## src/rtl/cl_pkg.sv

```systemverilog
// Shared definitions for the cl_pipe logic-cell datapath: op encodings and default sizes.
package cl_pkg;

    localparam int CL_WIDTH = 8;
    localparam int CL_CNT_W = 16;

    typedef enum logic [1:0] {
        OP_XOR = 2'b00,
        OP_AND = 2'b01,
        OP_OR  = 2'b10,
        OP_NOT = 2'b11
    } cl_op_e;

endpackage : cl_pkg

```

## src/rtl/cl_pipe_if.sv

```systemverilog
// Operand/result bundle for cl_pipe. The master side is the operand source plus the result consumer;
// the slave side is the pipe itself.
interface cl_pipe_if
    import cl_pkg::*;
#(
    parameter int WIDTH = CL_WIDTH,
    parameter int CNT_W = CL_CNT_W
);

    logic             in_valid;
    logic             in_ready;
    logic [WIDTH-1:0] a;
    logic [WIDTH-1:0] b;
    logic [1:0]       s;
    logic             acc_mode;
    logic             acc_load;
    logic             acc_clr;
    logic             out_valid;
    logic             out_ready;
    logic [WIDTH-1:0] result;
    logic             zero;
    logic [WIDTH-1:0] acc;
    logic [CNT_W-1:0] op_count;

    modport master (
        output in_valid, a, b, s, acc_mode, acc_load, acc_clr, out_ready,
        input  in_ready, out_valid, result, zero, acc, op_count
    );

    modport slave (
        input  in_valid, a, b, s, acc_mode, acc_load, acc_clr, out_ready,
        output in_ready, out_valid, result, zero, acc, op_count
    );

endinterface : cl_pipe_if

```

## src/rtl/cl_vec.sv

```systemverilog
// Combinational WIDTH-bit logic function: XOR / AND / OR / NOT of x, chosen by s.
module cl_vec
    import cl_pkg::*;
#(
    parameter int WIDTH = CL_WIDTH
) (
    input  logic [WIDTH-1:0] x,
    input  logic [WIDTH-1:0] b,
    input  logic [1:0]       s,
    output logic [WIDTH-1:0] r
);

    // Bitwise op selection; NOT ignores b.
    always_comb begin
        r = '0;
        case (cl_op_e'(s))
            OP_XOR:  r = x ^ b;
            OP_AND:  r = x & b;
            OP_OR:   r = x | b;
            OP_NOT:  r = ~x;
            default: r = '0;
        endcase
    end

endmodule : cl_vec

```

## src/rtl/cl_pipe.sv

```systemverilog
// Registered logic cell: one-stage valid/ready result register, accumulator operand mode,
// zero flag and a saturating count of accepted operations.
module cl_pipe
    import cl_pkg::*;
#(
    parameter int WIDTH = CL_WIDTH,
    parameter int CNT_W = CL_CNT_W
) (
    input logic        clk,
    input logic        reset_n,
    cl_pipe_if.slave   bus
);

    logic [WIDTH-1:0] result_q;
    logic             zero_q;
    logic             out_valid_q;
    logic [WIDTH-1:0] acc_q;
    logic [CNT_W-1:0] op_count_q;

    logic             in_ready;
    logic             accept;
    logic [WIDTH-1:0] x;
    logic [WIDTH-1:0] r;

    // The slot is free when empty or when its current content drains this cycle.
    assign in_ready = !out_valid_q || bus.out_ready;
    assign accept   = bus.in_valid && in_ready;
    assign x        = bus.acc_mode ? acc_q : bus.a;

    cl_vec #(.WIDTH(WIDTH)) u_vec (
        .x (x),
        .b (bus.b),
        .s (bus.s),
        .r (r)
    );

    // Result register and its valid flag; a drain and a new accept on the same edge leave no bubble.
    always_ff @(posedge clk or negedge reset_n) begin
        if (!reset_n) begin
            result_q    <= '0;
            zero_q      <= 1'b0;
            out_valid_q <= 1'b0;
        end else if (accept) begin
            result_q    <= r;
            zero_q      <= (r == '0);
            out_valid_q <= 1'b1;
        end else if (bus.out_ready) begin
            out_valid_q <= 1'b0;
        end
    end

    // Accumulator: clear beats load beats write-back, independent of the handshake.
    // The emitted result always uses the pre-edge accumulator value.
    always_ff @(posedge clk or negedge reset_n) begin
        if (!reset_n) begin
            acc_q <= '0;
        end else if (bus.acc_clr) begin
            acc_q <= '0;
        end else if (bus.acc_load) begin
            acc_q <= bus.b;
        end else if (accept && bus.acc_mode) begin
            acc_q <= r;
        end
    end

    // Accepted-operation counter, sticks at all-ones until reset.
    always_ff @(posedge clk or negedge reset_n) begin
        if (!reset_n) begin
            op_count_q <= '0;
        end else if (accept && (op_count_q != {CNT_W{1'b1}})) begin
            op_count_q <= op_count_q + CNT_W'(1);
        end
    end

    assign bus.in_ready  = in_ready;
    assign bus.out_valid = out_valid_q;
    assign bus.result    = result_q;
    assign bus.zero      = zero_q;
    assign bus.acc       = acc_q;
    assign bus.op_count  = op_count_q;

endmodule : cl_pipe

```

## src/flat_wrapper.sv

```systemverilog
// flat-port wrapper written by rule: the top's interface ports become plain ports
module cl_pipe_flat import cl_pkg::*;
#(
    parameter int WIDTH = CL_WIDTH,
    parameter int CNT_W = CL_CNT_W
)
  (clk, reset_n, bus_in_valid, bus_a, bus_b, bus_s, bus_acc_mode, bus_acc_load, bus_acc_clr, bus_out_ready, bus_in_ready, bus_out_valid, bus_result, bus_zero, bus_acc, bus_op_count);
  cl_pipe_if #(.WIDTH(WIDTH), .CNT_W(CNT_W)) bus_i ();
  input logic clk;
  input logic reset_n;
  input wire logic [$bits(bus_i.in_valid)-1:0] bus_in_valid;
  input wire logic [$bits(bus_i.a)-1:0] bus_a;
  input wire logic [$bits(bus_i.b)-1:0] bus_b;
  input wire logic [$bits(bus_i.s)-1:0] bus_s;
  input wire logic [$bits(bus_i.acc_mode)-1:0] bus_acc_mode;
  input wire logic [$bits(bus_i.acc_load)-1:0] bus_acc_load;
  input wire logic [$bits(bus_i.acc_clr)-1:0] bus_acc_clr;
  input wire logic [$bits(bus_i.out_ready)-1:0] bus_out_ready;
  output wire logic [$bits(bus_i.in_ready)-1:0] bus_in_ready;
  output wire logic [$bits(bus_i.out_valid)-1:0] bus_out_valid;
  output wire logic [$bits(bus_i.result)-1:0] bus_result;
  output wire logic [$bits(bus_i.zero)-1:0] bus_zero;
  output wire logic [$bits(bus_i.acc)-1:0] bus_acc;
  output wire logic [$bits(bus_i.op_count)-1:0] bus_op_count;
  assign bus_i.in_valid = bus_in_valid;
  assign bus_i.a = bus_a;
  assign bus_i.b = bus_b;
  assign bus_i.s = bus_s;
  assign bus_i.acc_mode = bus_acc_mode;
  assign bus_i.acc_load = bus_acc_load;
  assign bus_i.acc_clr = bus_acc_clr;
  assign bus_i.out_ready = bus_out_ready;
  assign bus_in_ready = bus_i.in_ready;
  assign bus_out_valid = bus_i.out_valid;
  assign bus_result = bus_i.result;
  assign bus_zero = bus_i.zero;
  assign bus_acc = bus_i.acc;
  assign bus_op_count = bus_i.op_count;
  cl_pipe #(.WIDTH(WIDTH), .CNT_W(CNT_W)) u_core (.clk(clk), .reset_n(reset_n), .bus(bus_i));
endmodule
```

## config.mk

```make
export PLATFORM = sky130hd
export DESIGN_NAME = cl_pipe_flat
export DESIGN_NICKNAME = d
export VERILOG_FILES = /design/src/rtl/cl_pkg.sv /design/src/rtl/cl_pipe_if.sv /design/src/rtl/cl_vec.sv /design/src/rtl/cl_pipe.sv /design/src/flat_wrapper.sv
export SDC_FILE = /design/constraint.sdc
export NUM_CORES = 1
export LEC_CHECK = 0
export ABC_CLOCK_PERIOD_IN_PS = 2400
export BUFFER_PORTS_ARGS = -buffer_cell sky130_fd_sc_hd__buf_2
export CAP_MARGIN = 20
export CORE_MARGIN = 5
export CORE_UTILIZATION = 30
export DETAILED_ROUTE_END_ITERATION = 10
export GPL_TIMING_DRIVEN = 0
export PLACE_DENSITY = 0.51
export SLEW_MARGIN = 20
export SYNTH_ARGS = -nofsm -noshare
export SYNTH_HDL_FRONTEND = slang
export SYNTH_SLANG_ARGS = --single-unit
```

## constraint.sdc

```tcl
create_clock -name clk -period 2.4 [get_ports clk]
set_input_delay 0.48 -clock clk [delete_from_list [all_inputs] [get_ports clk]]
set_output_delay 0.48 -clock clk [all_outputs]
set_load 0.1 [all_outputs]
```

==> results of run 1 <==
## Yosys cell counts (3+ instances only)
master	number
dfrtp_1	34
ha_1	17
nand3_1	8
mux2i_1	13
a21oi_1	6
mux2_2	6
nand4_1	7
a31oi_1	3
mux4_2	5
clkbuf_1	5
nand2b_1	3
nor2b_1	4
xor2_1	6
o21ai_0	12
xnor2_1	9
a32oi_1	3
nor3_1	4
inv_1	24
nor2_1	3
nand2_1	13
or3_1	3
## stage by stage
stage / setup WS (ns) / utilization, %
5_1_grt: 0.1646 / 38.00
6_report: 0.2863 / 38.00
3_3_place_gp: -0.02365 / 36.69
2_1_floorplan: 0.02705 / -
4_1_cts: 0.2794 / 38.00
3_5_place_dp: -0.03289 / 36.69
## worst max path at each step
stage | endpoint | slack (ns)
finish | u_core.bus.zero$_DFFE_PN0P_ | 0.29
global route | u_core.bus.zero$_DFFE_PN0P_ | 0.16
CTS | u_core.bus.zero$_DFFE_PN0P_ | 0.28
detailed placement | u_core.bus.zero$_DFFE_PN0P_ | -0.03
global placement | u_core.bus.zero$_DFFE_PN0P_ | -0.02
floorplan | u_core.bus.zero$_DFFE_PN0P_ | 0.03
## worst max-delay path, stage by stage
cell	delay, ns
buf_2	0.10
buf_6	0.18
mux2_2	0.39
inv_1	0.06
ha_1	0.21
nor2b_1	0.14
a21oi_1	0.12
a31oi_1	0.07
a2111oi_2	0.38
a32o_1	0.21
## cells by family after synthesis
| logic type | share of synthesized area, % |
|---|---|
| muxes | 15.17 |
| buffers and inverters | 5.767 |
| adders and majority gates | 9.518 |
| xor gates and xnor gates | 5.879 |
| DFF | 38.07 |
| and+or+nand+nor | 15.12 |
| AOI/OAI and AO/OA | 10.47 |
## area by class of cell
| type | count | area, µm² | share of cell area [%] |
|---|---|---|---|
| Buffer | 7 | 35.03 | 1.271 |
| Clock buffer | 6 | 82.58 | 2.996 |
| Clock inverter | 2 | 12.51 | 0.4539 |
| Inverter | 25 | 93.84 | 3.404 |
| Multi-Input combinational cell | 151 | 1257 | 45.62 |
| Sequential cell | 34 | 855.8 | 31.05 |
| Tap cell | 99 | 123.9 | 4.494 |
| Timing Repair Buffer | 59 | 295.3 | 10.71 |
## flip-flops by register name (all words and copies together), names as in the netlist
signal,cells
u_core.bus.out_valid,1
u_core.bus.result,8
u_core.bus.acc,8
u_core.bus.op_count,16
u_core.bus.zero,1
## metal layers
metal / GRT usage [%] / vias to the layer above
met5: 0 / -
met2: 21.51 / 52
li1: - / 904
met1: 18.14 / 901
met3: 5.160 / 6
met4: 2.453 / 2
## power groups by stage
stage / Clock (W) / Sequential [W] / Combinational, W
5_1_grt: 0.000511 / 0.000791 / 0.00123
3_5_place_dp: 0 / 0.000776 / 0.00117
6_report: 0.000459 / 0.000770 / 0.00116
3_3_place_gp: 0 / 0.000774 / 0.00116
2_1_floorplan: 0 / 0.00144 / 0.000274
4_1_cts: 0.000479 / 0.000768 / 0.00117
==> impl_metrics.json, run 1 <==
{
  "status": "completed",
  "period_minus_slack_ns": 2.114,
  "p_sw_w": 0.001257,
  "timing.hold.ws_ns": 0.2741,
  "p_total_w": 0.002392,
  "worstPathRequired_ns": 2.63,
  "fin_skew_ns": 0.003776,
  "finalSetupTns_ns": 0,
  "core-area_um2": 7253,
  "drive_above_1_share_pct": 33.45,
  "max_clock_freq_mhz": 473.1,
  "ys_seq_area_share_pct": 38.07,
  "synth.avg_cell_area_um2": 10.30,
  "drc": 0,
  "place_area_um2": 2661,
  "rows": 31,
  "path_clk_slew_ns": 0.07,
  "ios": 60,
  "ys.flop_type": "dfrtp_1",
  "combPwrFrac_pct": 48.6,
  "vias": 1865,
  "grt_pass1_wl_mm": 9.687,
  "portBuffers": 59,
  "syn_inst": 217,
  "htreeDepth": 2,
  "die_w_um": 96.31,
  "viasPerCell": 4.869,
  "final_cell_mix": "buf_2 (60), dfrtp_1 (30), inv_1 (24)",
  "areaGrowthSynthToFinish_pct": 23.35,
  "grt_pass1_vias": 1946,
  "crit_arrival_ns": 2.34,
  "p_seq_share_pct": 32.2,
  "clk_path_buf_depth": 2,
  "fill_cells": 764,
  "dieArea_um2": 9275,
  "cts_tree": "done",
  "cts_hold_buffers": 0,
  "synthesis.nets": 259,
  "cts_sinks": 34,
  "wl_mm": 5.852,
  "timing.rr.end": "u_core.bus.zero$_DFFE_PN0P_",
  "period_share_pct": 88.07,
  "reg2reg_from": "u_core.bus.acc[2]$_DFFE_PN0P_",
  "maxCapViolations": 0,
  "met1Wirelength_mm": 2.643,
  "wl_per_cell_um": 15.28,
  "route.met2.wl_mm": 2.693,
  "rr_worst_depth": 8,
  "regToRegSetupSlack_ns": 0.40,
  "path_max_fanout": 10,
  "cts-root-buf": "clkbuf_8",
  "hold_viol": 0,
  "grt_max_degree": 35,
  "dp_cells": 375,
  "ctsResizeCount": 0,
  "fin_area_um2": 2756,
  "nets": 325,
  "relSlewSlack_pct": 46.94,
  "power.density_nw_per_um2": 867.7,
  "finalSetupViolCount": 0,
  "drtPass1Iterations": 4,
  "critPathLaunch": "bus_acc_mode",
  "swShare_pct": 52.56,
  "critPathLaunchType": "primary input",
  "final_cells": 383,
  "numCtsBuffers": 5,
  "maxSlewViolCount": 0,
  "cts_setup_buffers": 0,
  "yosys_register_bits": 34,
  "syn_area_um2": 2235,
  "synthDistinctLibCells": 43,
  "end_kind": "flop",
  "hpwl_mm": 4.447,
  "highest_layer": "met5",
  "vdd_ir_drop_max_v": 0.001191,
  "clock_latency_ns": 0.29,
  "diodes": 0,
  "worstMarginPinSlew_ns": 0.7960,
  "synth-edff-count": 0,
  "gp_congestion": 0.8521,
  "ant_nets": 0,
  "grt.total_usage_pct": 13.68,
  "rsz0062_at_grt": "false",
  "start_util_pct": 30.81,
  "hp-class": "in2async",
  "p_int_w": 0.001135,
  "ys_top_cells_by_area": "dfrtp_1 (38%), ha_1 (9.5%), mux2i_1 (5.8%)",
  "leakagePower_nw": 1.384,
  "yosysTopAreaCellShare_pct": 38.07,
  "first_iter_violations": 55,
  "grt-ovfl-total": 0,
  "die_y_um": 96.31,
  "ys_warn_count": 0,
  "antenna_found_initial": 1,
  "crit_type": "in2reg",
  "yosysTopAreaCell": "dfrtp_1",
  "pwr-share-clk_pct": 19.2,
  "ys_async_sr_fraction_pct": 100.0,
  "met3_length_um": 458,
  "final_common_cell": "buf_2"
}
Note: power is estimated with default switching activity, not from simulation.
==> inputs of run 2 (changes only) <==
--- a/config.mk
+++ b/config.mk
@@ -13,6 +13,7 @@
 export DETAILED_ROUTE_END_ITERATION = 10
 export GPL_TIMING_DRIVEN = 0
 export PLACE_DENSITY = 0.51
+export REMOVE_ABC_BUFFERS = 1
 export SLEW_MARGIN = 20
 export SYNTH_ARGS = -nofsm -noshare
 export SYNTH_HDL_FRONTEND = slang
==> impl_metrics.json, run 2 (synthesis gave the netlist of run 1 again) <==
{
  "status": "completed",
  "start_util_pct": 30.81,
  "p_int_w": 0.001126,
  "grt_pass1_wl_mm": 9.004,
  "maxCapViolations": 0,
  "cp_num_cells": 9,
  "dieArea_um2": 9275,
  "fin_skew_ns": 0.005203,
  "rr_worst_depth": 8,
  "fin_area_um2": 2710,
  "viasPerCell": 4.801,
  "largest_reg_flops": 16,
  "clk_path_buf_depth": 2,
  "vias": 1805,
  "clock_latency_ns": 0.28,
  "period_minus_slack_ns": 2.200,
  "place_ws_ns": -0.1067,
  "diodes": 0,
  "drc": 0,
  "critical-path-slowest-cell": "mux2_2",
  "p_total_w": 0.002349,
  "cts_sinks": 34,
  "worstMarginPinSlew_ns": 0.7824,
  "core-area_um2": 7253,
  "finalSetupViolCount": 0,
  "end_kind": "flop",
  "place_area_um2": 2619,
  "swShare_pct": 52.06,
  "path_clk_slew_ns": 0.07,
  "p_seq_share_pct": 32.4,
  "rsz0062_at_grt": "false",
  "ios": 60,
  "gp_congestion": 0.7423,
  "nets": 318,
  "p_sw_w": 0.001223,
  "worstPathRequired_ns": 2.62,
  "reg2reg_from": "u_core.bus.acc[2]$_DFFE_PN0P_",
  "max_clock_freq_mhz": 454.5,
  "cpPeakStageDelay_ns": 0.42,
  "critPathTopFamily": "compound AO/OA/AOI/OAI gates",
  "pwr-share-clk_pct": 18.6,
  "critPathLaunchType": "primary input",
  "grt_max_degree": 35,
  "hold_viol": 0,
  "final_cell_mix": "buf_2 (59), dfrtp_1 (34), inv_1 (24)",
  "fin_ws_ns": 0.1999,
  "cp_cell_sequence": "buf_2 -> mux2_2 -> inv_1 -> ha_1 -> nor2b_1 -> a21oi_1 -> a31oi_1 -> a2111oi_2 -> a32o_1",
  "hpwl_mm": 4.053,
  "maxSlewViolCount": 0,
  "areaGrowthSynthToFinish_pct": 21.28,
  "drtPass1Iterations": 5,
  "crit_buf_inv": 2,
  "cts_hold_buffers": 0,
  "ant_nets": 0,
  "portBuffers": 59,
  "critPathLaunch": "bus_acc_mode",
  "power.density_nw_per_um2": 866.8,
  "cts_tree": "done",
  "die_w_um": 96.31,
  "dp_cells": 368,
  "grt-ovfl-total": 0,
  "cts-root-buf": "clkbuf_8",
  "final_cells": 376,
  "combPwrFrac_pct": 49.0,
  "rows": 31,
  "leakagePower_nw": 1.373,
  "crit_type": "in2reg",
  "wl_per_cell_um": 14.53,
  "hp-class": "in2async",
  "ctsResizeCount": 0,
  "first_iter_violations": 37,
  "crit_arrival_ns": 2.42,
  "vdd_ir_drop_max_v": 0.0009423,
  "relSlewSlack_pct": 47.84,
  "grt.total_usage_pct": 12.50,
  "htreeDepth": 2,
  "drive_above_1_share_pct": 31.41,
  "grt_pass1_vias": 1858,
  "die_y_um": 96.31,
  "antenna_found_initial": 0,
  "final_common_cell": "buf_2",
  "finalSetupTns_ns": 0,
  "period_share_pct": 91.67,
  "numCtsBuffers": 5,
  "wl_mm": 5.462,
  "path_max_fanout": 11,
  "cts_setup_buffers": 0
}
-- run 2: cell count changes in the layout (fill, tap and decap cells not counted) --
cell	previous run	this run
buf_2	60	59
buf_6	1	0
clkbuf_1	5	1
clkinvlp_4	1	0
dfrtp_1	30	34
dfrtp_2	4	0
nand2b_1	2	3
nand2b_2	1	0
-- run 2: final timing paths --
kind,to,slack (ns)
setup / recovery,u_core.bus.zero$_DFFE_PN0P_,0.20
hold / removal,u_core.bus.op_count[15]$_DFFE_PN0P_,0.27
setup reg to reg,u_core.bus.zero$_DFFE_PN0P_,0.39
hold reg to reg,u_core.bus.result[0]$_DFFE_PN0P_,0.48
max in group asynchronous,u_core.bus.acc[3]$_DFFE_PN0P_,1.62
min in group clk,u_core.bus.out_valid$_DFFE_PN0P_,0.47
-- run 2: stage by stage --
stage          hold WS, ns  utilization, %
2_1_floorplan       0.1844               -
3_3_place_gp        0.4578           36.10
3_5_place_dp        0.4682           36.10
4_1_cts             0.2985           37.36
5_1_grt             0.3482           37.36
6_report            0.2720           37.36
-- run 2: power groups by stage --
stage          Clock [W]  Combinational [W]  Sequential [W]
6_report        0.000437            0.00115        0.000761
5_1_grt         0.000483            0.00122        0.000781
4_1_cts         0.000458            0.00116        0.000762
3_5_place_dp           0            0.00116        0.000769
3_3_place_gp           0            0.00115        0.000772
2_1_floorplan          0           0.000260         0.00143
-- run 2: layout make-up --
| type | instances | area, µm² |
|---|---|---|
| clock inverters | 1 | 5.005 |
| fillers | 745 | 4543 |
| flip-flops and latches | 34 | 850.8 |
| repair buffers | 59 | 295.3 |
| well taps | 99 | 123.9 |
| clock buffers | 7 | 86.33 |
| multi-input cells | 151 | 1255 |
| inverters | 25 | 93.84 |
-- run 2: worst register-to-register path: stages, from the launching register on --
cell       delay [ns]
dfrtp_1          0.42
mux2_2           0.32
inv_1            0.07
ha_1             0.21
nor2b_1          0.13
a21oi_1          0.15
a31oi_1          0.07
a2111oi_2        0.37
a32o_1           0.21
-- run 2: metal layers --
layer	vias to the layer above	share of wire (%)	track usage, %
met5	-	0	0
met3	5	5.9	2.971
met4	0	0.97	3.154
li1	890	-	-
met1	862	47	16.72
met2	48	46	20.30
